[src/rtl/dcr_dmem_arb_pkg.sv]
// dcr_dmem_arb package: arbiter FSM states, core ids and the
// upper bound on data-memory read latency.
package dcr_arb_pkg;

  typedef enum logic [1:0] {
    IDLE,
    ISSUE,
    WAIT,
    DONE
  } arb_state_t;

  typedef logic core_id_t;

  localparam int MAX_MEM_LAT = 4;

endpackage

[src/rtl/dcr_dmem_arb_if.sv]
// dcr_dmem_arb bus: both core MEM-stage ports plus the
// data-memory macro port, seen from the arbiter (slave).
interface dcr_dmem_arb_if #(
  parameter int ADDR_W = 32,
  parameter int DATA_W = 32
);

  logic              c0_req;
  logic              c0_we;
  logic [ADDR_W-1:0] c0_addr;
  logic [DATA_W-1:0] c0_wdata;
  logic [DATA_W-1:0] c0_rdata;
  logic              c0_stall;

  logic              c1_req;
  logic              c1_we;
  logic [ADDR_W-1:0] c1_addr;
  logic [DATA_W-1:0] c1_wdata;
  logic [DATA_W-1:0] c1_rdata;
  logic              c1_stall;

  logic              mem_en;
  logic              mem_we;
  logic [ADDR_W-1:0] mem_addr;
  logic [DATA_W-1:0] mem_wdata;
  logic [DATA_W-1:0] mem_rdata;

  modport slave (
    input  c0_req, c0_we, c0_addr, c0_wdata,
    output c0_rdata, c0_stall,
    input  c1_req, c1_we, c1_addr, c1_wdata,
    output c1_rdata, c1_stall,
    output mem_en, mem_we, mem_addr, mem_wdata,
    input  mem_rdata
  );

  modport master (
    output c0_req, c0_we, c0_addr, c0_wdata,
    input  c0_rdata, c0_stall,
    output c1_req, c1_we, c1_addr, c1_wdata,
    input  c1_rdata, c1_stall,
    input  mem_en, mem_we, mem_addr, mem_wdata,
    output mem_rdata
  );

endinterface

[src/rtl/dcr_dmem_arb_rr_pick2.sv]
// dcr_rr_pick2: two-way round-robin picker; on a tie the core
// that did not win last time is chosen.
module dcr_rr_pick2
  import dcr_arb_pkg::*;
(
  input  logic [1:0] req,
  input  core_id_t   last_grant,
  output logic       grant_valid,
  output core_id_t   grant_id
);

  always_comb begin
    grant_valid = |req;
    grant_id    = 1'b0;
    unique case (req)
      2'b11:   grant_id = ~last_grant;
      2'b10:   grant_id = 1'b1;
      2'b01:   grant_id = 1'b0;
      default: grant_id = 1'b0;
    endcase
  end

endmodule

[src/rtl/dcr_dmem_arb.sv]
// dcr_dmem_arb: shares one data memory between two core MEM
// stages, one access in flight, round-robin on contention.
module dcr_dmem_arb
  import dcr_arb_pkg::*;
#(
  parameter int ADDR_W  = 32,
  parameter int DATA_W  = 32,
  parameter int MEM_LAT = 1
) (
  input logic           clk,
  input logic           rst,
  dcr_dmem_arb_if.slave bus
);

  localparam int LAT_W = $clog2(MAX_MEM_LAT + 1);
  localparam logic [LAT_W-1:0] LAT_END = LAT_W'(MEM_LAT);

  if (MEM_LAT < 1 || MEM_LAT > MAX_MEM_LAT) begin : gLatChk
    $error("dcr_dmem_arb: MEM_LAT out of range");
  end

  arb_state_t        state;
  core_id_t          sel;
  core_id_t          lastGrant;
  core_id_t          grantId;
  logic              grantValid;
  logic [LAT_W-1:0]  latCnt;
  logic              memEn;
  logic              memWe;
  logic [ADDR_W-1:0] memAddr;
  logic [DATA_W-1:0] memWdata;
  logic [DATA_W-1:0] c0Rdata;
  logic [DATA_W-1:0] c1Rdata;

  dcr_rr_pick2 uPick (
    .req        ({bus.c1_req, bus.c0_req}),
    .last_grant (lastGrant),
    .grant_valid(grantValid),
    .grant_id   (grantId)
  );

  always_ff @(posedge clk) begin
    if (rst) begin
      state     <= IDLE;
      sel       <= 1'b0;
      lastGrant <= 1'b1;
      latCnt    <= '0;
      memEn     <= 1'b0;
      memWe     <= 1'b0;
      memAddr   <= '0;
      memWdata  <= '0;
      c0Rdata   <= '0;
      c1Rdata   <= '0;
    end else begin
      unique case (state)
        IDLE: begin
          if (grantValid) begin
            sel      <= grantId;
            memEn    <= 1'b1;
            memWe    <= grantId ? bus.c1_we : bus.c0_we;
            memAddr  <= grantId ? bus.c1_addr : bus.c0_addr;
            memWdata <= grantId ? bus.c1_wdata : bus.c0_wdata;
            state    <= ISSUE;
          end
        end
        ISSUE: begin
          memEn <= 1'b0;
          if (memWe) begin
            state <= DONE;
          end else begin
            latCnt <= LAT_W'(1);
            state  <= WAIT;
          end
        end
        WAIT: begin
          // latCnt tracks which cycle after mem_en we are in
          if (latCnt == LAT_END) begin
            if (sel) c1Rdata <= bus.mem_rdata;
            else     c0Rdata <= bus.mem_rdata;
            state <= DONE;
          end else begin
            latCnt <= latCnt + LAT_W'(1);
          end
        end
        DONE: begin
          lastGrant <= sel;
          state     <= IDLE;
        end
        default: state <= IDLE;
      endcase
    end
  end

  // stall drops only in the owning core's DONE cycle
  assign bus.c0_stall = bus.c0_req && !(state == DONE && sel == 1'b0);
  assign bus.c1_stall = bus.c1_req && !(state == DONE && sel == 1'b1);

  assign bus.mem_en    = memEn;
  assign bus.mem_we    = memWe;
  assign bus.mem_addr  = memAddr;
  assign bus.mem_wdata = memWdata;
  assign bus.c0_rdata  = c0Rdata;
  assign bus.c1_rdata  = c1Rdata;

endmodule
[src/flat_wrapper.sv]
// flat-port wrapper written by rule: the top's interface ports become plain ports
module dcr_dmem_arb_flat import dcr_arb_pkg::*;
#(
  parameter int ADDR_W  = 32,
  parameter int DATA_W  = 32,
  parameter int MEM_LAT = 1
)
  (clk, rst, bus_c0_req, bus_c0_we, bus_c0_addr, bus_c0_wdata, bus_c0_rdata, bus_c0_stall, bus_c1_req, bus_c1_we, bus_c1_addr, bus_c1_wdata, bus_c1_rdata, bus_c1_stall, bus_mem_en, bus_mem_we, bus_mem_addr, bus_mem_wdata, bus_mem_rdata);
  dcr_dmem_arb_if #(.ADDR_W(ADDR_W), .DATA_W(DATA_W)) bus_i ();
  input logic clk;
  input logic rst;
  input wire logic [$bits(bus_i.c0_req)-1:0] bus_c0_req;
  input wire logic [$bits(bus_i.c0_we)-1:0] bus_c0_we;
  input wire logic [$bits(bus_i.c0_addr)-1:0] bus_c0_addr;
  input wire logic [$bits(bus_i.c0_wdata)-1:0] bus_c0_wdata;
  output wire logic [$bits(bus_i.c0_rdata)-1:0] bus_c0_rdata;
  output wire logic [$bits(bus_i.c0_stall)-1:0] bus_c0_stall;
  input wire logic [$bits(bus_i.c1_req)-1:0] bus_c1_req;
  input wire logic [$bits(bus_i.c1_we)-1:0] bus_c1_we;
  input wire logic [$bits(bus_i.c1_addr)-1:0] bus_c1_addr;
  input wire logic [$bits(bus_i.c1_wdata)-1:0] bus_c1_wdata;
  output wire logic [$bits(bus_i.c1_rdata)-1:0] bus_c1_rdata;
  output wire logic [$bits(bus_i.c1_stall)-1:0] bus_c1_stall;
  output wire logic [$bits(bus_i.mem_en)-1:0] bus_mem_en;
  output wire logic [$bits(bus_i.mem_we)-1:0] bus_mem_we;
  output wire logic [$bits(bus_i.mem_addr)-1:0] bus_mem_addr;
  output wire logic [$bits(bus_i.mem_wdata)-1:0] bus_mem_wdata;
  input wire logic [$bits(bus_i.mem_rdata)-1:0] bus_mem_rdata;
  assign bus_i.c0_req = bus_c0_req;
  assign bus_i.c0_we = bus_c0_we;
  assign bus_i.c0_addr = bus_c0_addr;
  assign bus_i.c0_wdata = bus_c0_wdata;
  assign bus_c0_rdata = bus_i.c0_rdata;
  assign bus_c0_stall = bus_i.c0_stall;
  assign bus_i.c1_req = bus_c1_req;
  assign bus_i.c1_we = bus_c1_we;
  assign bus_i.c1_addr = bus_c1_addr;
  assign bus_i.c1_wdata = bus_c1_wdata;
  assign bus_c1_rdata = bus_i.c1_rdata;
  assign bus_c1_stall = bus_i.c1_stall;
  assign bus_mem_en = bus_i.mem_en;
  assign bus_mem_we = bus_i.mem_we;
  assign bus_mem_addr = bus_i.mem_addr;
  assign bus_mem_wdata = bus_i.mem_wdata;
  assign bus_i.mem_rdata = bus_mem_rdata;
  dcr_dmem_arb #(.ADDR_W(ADDR_W), .DATA_W(DATA_W), .MEM_LAT(MEM_LAT)) u_core (.clk(clk), .rst(rst), .bus(bus_i));
endmodule
[config.mk]
export PLATFORM = sky130hd
export DESIGN_NAME = dcr_dmem_arb_flat
export DESIGN_NICKNAME = d
export VERILOG_FILES = /design/src/rtl/dcr_dmem_arb_pkg.sv /design/src/rtl/dcr_dmem_arb_if.sv /design/src/rtl/dcr_dmem_arb_rr_pick2.sv /design/src/rtl/dcr_dmem_arb.sv /design/src/flat_wrapper.sv
export SDC_FILE = /design/constraint.sdc
export NUM_CORES = 1
export LEC_CHECK = 0
export CORE_ASPECT_RATIO = 0.7
export CORE_MARGIN = 2
export CORE_UTILIZATION = 36
export DETAILED_ROUTE_END_ITERATION = 7
export HOLD_SLACK_MARGIN = 0.08
export PLACE_DENSITY = 0.86
export RECOVER_POWER = 25
export SLEW_MARGIN = 20
export SYNTH_ARGS = -nofsm -noshare
export SYNTH_HDL_FRONTEND = slang
export SYNTH_SLANG_ARGS = --single-unit
[constraint.sdc]
create_clock -name clk -period 1.6 [get_ports clk]
set_clock_uncertainty 0.1 [all_clocks]
set_input_delay 0.24 -clock clk [delete_from_list [all_inputs] [get_ports clk]]
set_output_delay 0.24 -clock clk [all_outputs]
set_load 0.05 [all_outputs]
==> summary.txt <==
Finish
  – Utilization after layout: 0.6182
  – Nets: around 1.2k
  – Share of final-layout standard cells stronger than drive strength 1: 0.2769
  – Finished layout cell area: 0.01001 sq mm
  – Growth of design area from synthesis to finish: 69.36%
  – Filler-free cell count of the finished design: 1247
  – Number of fill cells in the layout: 1357
  – Antenna cell count: 0

Worst setup path
  – Worst setup path class: flop to output pin
  – Required time at the worst-slack endpoint: 1.26 ns
  – Critical path launch point type: flop
  – Crit path arrival time: 1.37 ns
  – Kind of end point of the critical path: output pin
  – Cell Chain, Critical Path: buf_6, ha_4, a21boi_4, buf_12
  – Worst-path fanout max: 3
  – Biggest cell delay along the critical path: 0.34 ns
  – Slowest stage cell on the critical path: sky130_fd_sc_hd__dfxtp_2

Floorplan
  – Die Footprint: roughly 0.017 sq mm
  – DIE HEIGHT: 111.2 microns
  – Number of primary I/O pins: approximately 300
  – Count of standard-cell rows: 39
  – Initial standard-cell utilization of the core: 0.3650
  – Standard cell core area: 0.01620 sq mm
  – Chip width: 157.2 microns

Timing
  – Highest clock frequency the design can meet: 585.5 MHz
  – Final setup violation count: 4
  – Period utilisation layout: 1.067
  – Crit path time final: 1.708 ns
  – Count of pins over their slew limit: 0
  – Total negative setup slack: -0.2555 ns
  – Slew @ Worst Pin: 0.4129 ns
  – Slew HR: 0.7247
  – Setup repair after global routing missed its margin: true
  – Final WS setup: -0.1079 ns
  – Count of endpoints failing hold in the final timing report: 0

GRT
  – Total global routing overflow: 0
  – Via count of the first global-routing pass: slightly above 6k
  – Total global routing track utilization: 0.2204
  – Number of antenna violations at the first check in global routing: 0
  – Largest net degree at the start of global routing: 40
  – First-pass GRT wire length: 30620 microns

Logic synthesis
  – Count of state elements after synthesis: 137
  – Distinct cell type count after synthesis: 37
  – Total number of yosys warnings: 0
  – Post-synthesis sequential area ratio: 0.4638
  – Cell area after technology mapping: 0.005913 sq mm
  – Post-Synthesis Cells: 704
  – Leading register cell type out of synthesis: sky130_fd_sc_hd__dfxtp_1
  – Total nets after synthesis: 877
  – Number of synthesized flops with an enable pin: 0
  – Synth async-reset ratio: 0
  – Synthesized area divided by synthesized cell count: between 8 and 9 sq um

Clocking
  – Worst-Skew Late Latency: 0.40 ns
  – Clock sink total: 137
  – TritonCTS clock tree: built
  – Clock transition at the register clock pins on the worst setup and hold paths after CTS: ~0.06 ns
  – H-tree level count: 4
  – Clock buffers created by TritonCTS: 17
  – CTS Root Cell: sky130_fd_sc_hd__clkbuf_16
  – Max clock buf depth: 2

Power and ir drop
  – Power per unit of standard cell area: between 1500 and 2000 mW/mm^2
  – Leak pwr: 3.978 nW
  – Maximum resistive drop on vdd: approximately 0.0008 V

Status
  – Outcome: complete, but fails checks
  – Failing checks: setup timing

Placement
  – Gpl congestion: roughly 0.84
  – Port bufs: 297
  – Dpl ws: -0.2848 ns
  – Final HPWL from detailed placement: 13810 microns
  – Post-placement cell count: 1204
  – Standard cell area after detailed placement: 0.009148 sq mm

Job
  – Reported max-cap violation count: 0

Routing
  – Final wirelength: 20040 microns
  – Total via count after detailed routing: 6126
  – DRC marker count from the first detailed-route iteration: ~430
  – ANT nets after route: 0
  – DRC errors left: 0
  – Iteration count of the initial detailed-routing pass: 5
  – Drt wl/cell: 16.07 microns
  – Ratio of routed vias to standard cells: 4.913

Min path
  – Worst min-delay path class: primary input to flop
## cells in the mapped netlist, types with 2 or more instances
cell,instances,share of area
sky130_fd_sc_hd__a311oi_1,12,0.018
sky130_fd_sc_hd__clkbuf_1,16,0.010
sky130_fd_sc_hd__buf_6,4,0.0076
sky130_fd_sc_hd__buf_2,26,0.022
sky130_fd_sc_hd__nand2_1,259,0.16
sky130_fd_sc_hd__a21oi_1,67,0.057
sky130_fd_sc_hd__a311oi_2,53,0.13
sky130_fd_sc_hd__buf_4,11,0.014
sky130_fd_sc_hd__nor2b_1,2,0.0021
sky130_fd_sc_hd__nand2b_1,5,0.0053
sky130_fd_sc_hd__a211o_1,3,0.0044
sky130_fd_sc_hd__dfxtp_1,137,0.46
sky130_fd_sc_hd__buf_1,3,0.0019
sky130_fd_sc_hd__a21boi_0,3,0.0038
sky130_fd_sc_hd__nor2_1,68,0.043
sky130_fd_sc_hd__inv_1,7,0.0044
sky130_fd_sc_hd__o21ai_0,2,0.0017
sky130_fd_sc_hd__ha_1,7,0.015
## layout make-up
type,instances,area (sq um),share of cell area
timing repair buffer,346,3448,0.3443
multi-input combinational,500,2897,0.2892
sequential,137,2746,0.2742
clock buffer,22,474.2,0.04735
tap,225,281.5,0.02811
clock inverter,10,141.4,0.01412
inverter,7,26.28,0.002624
## worst max-delay path, delay by kind of cell (launching register included)
kind | cells | cell delay [ns]
AOI/OAI and AO/OA | 1 | 0.17
DFF | 1 | 0.34
buffers and inverters | 2 | 0.28
adders and majority gates | 1 | 0.18
## state kept, by name (all words and copies together), names as in the netlist
signal,cells
u_core.bus.c0_rdata,32
u_core.bus.c1_rdata,32
u_core.bus.mem_addr,32
u_core.bus.mem_en,1
u_core.bus.mem_wdata,32
u_core.bus.mem_we,1
u_core.lastGrant,1
u_core.latCnt,3
u_core.sel,1
u_core.state,2
## final timing paths
kind / start / to / slack (ns) / cells past startpoint
setup / recovery: u_core.state[1] / bus_c1_stall / -0.11 / 4
hold / removal: rst / u_core.bus.c0_rdata[18] / 0.13 / 2
setup reg to reg: u_core.state[0] / u_core.bus.c0_rdata[26] / -0.05 / 6
hold reg to reg: u_core.bus.c0_rdata[7] / u_core.bus.c0_rdata[7] / 0.36 / 2
## kinds of logic after synthesis
family                   after synthesis  synth area share
AO/OA/AOI/OAI                        149            0.2319
adder cells (fa/ha/maj)                7           0.01481
buffers and inverters                 67           0.06009
flip-flops                           137            0.4638
multiplexers                           1          0.001693
AND/OR/NAND/NOR                      343            0.2277
## per-stage QoR
stage          hold slack [ns]  power, mW
5_1_grt                 0.1388      17.24
3_5_place_dp            0.3471      11.92
2_1_floorplan           0.2760      9.294
3_3_place_gp            0.3417      11.78
4_1_cts                 0.1154      16.43
6_report                0.1271      16.50
## report_power, final
group	internal, mW	switching (mW)
Sequential	4.15	0.470
Combinational	3.08	4.71
Clock	2.58	1.51
## placed cells by master, fill, tap and decap left out, types with 5 or more instances in the layout
cell type                         count
sky130_fd_sc_hd__nor2_1              68
sky130_fd_sc_hd__buf_4              144
sky130_fd_sc_hd__nand2_1            259
sky130_fd_sc_hd__clkbuf_16           20
sky130_fd_sc_hd__clkdlybuf4s50_1    164
sky130_fd_sc_hd__buf_12              27
sky130_fd_sc_hd__a311oi_2            53
sky130_fd_sc_hd__inv_1                5
sky130_fd_sc_hd__dfxtp_1            134
sky130_fd_sc_hd__nand2b_1             5
sky130_fd_sc_hd__a21oi_1             67
sky130_fd_sc_hd__buf_6                6
sky130_fd_sc_hd__a311oi_1            12
## what timing repair did
action,in CTS,in global routing
endpoints found under the setup margin,34,136
resized for setup,15,13
buffers inserted,7,0
endpoints found under the hold margin,0,0
cloned,2,3
hold buffers,0,0
pin swaps,5,4
## layer usage
metal	up-vias	track usage	part of all wire
li1	2986	-	-
met1	2885	0.2678	0.44
met2	220	0.3755	0.48
met3	35	0.05786	0.067
met4	0	0.07576	0.021
met5	-	0	0
No activity file was read; power rests on OpenSTA's default activity.
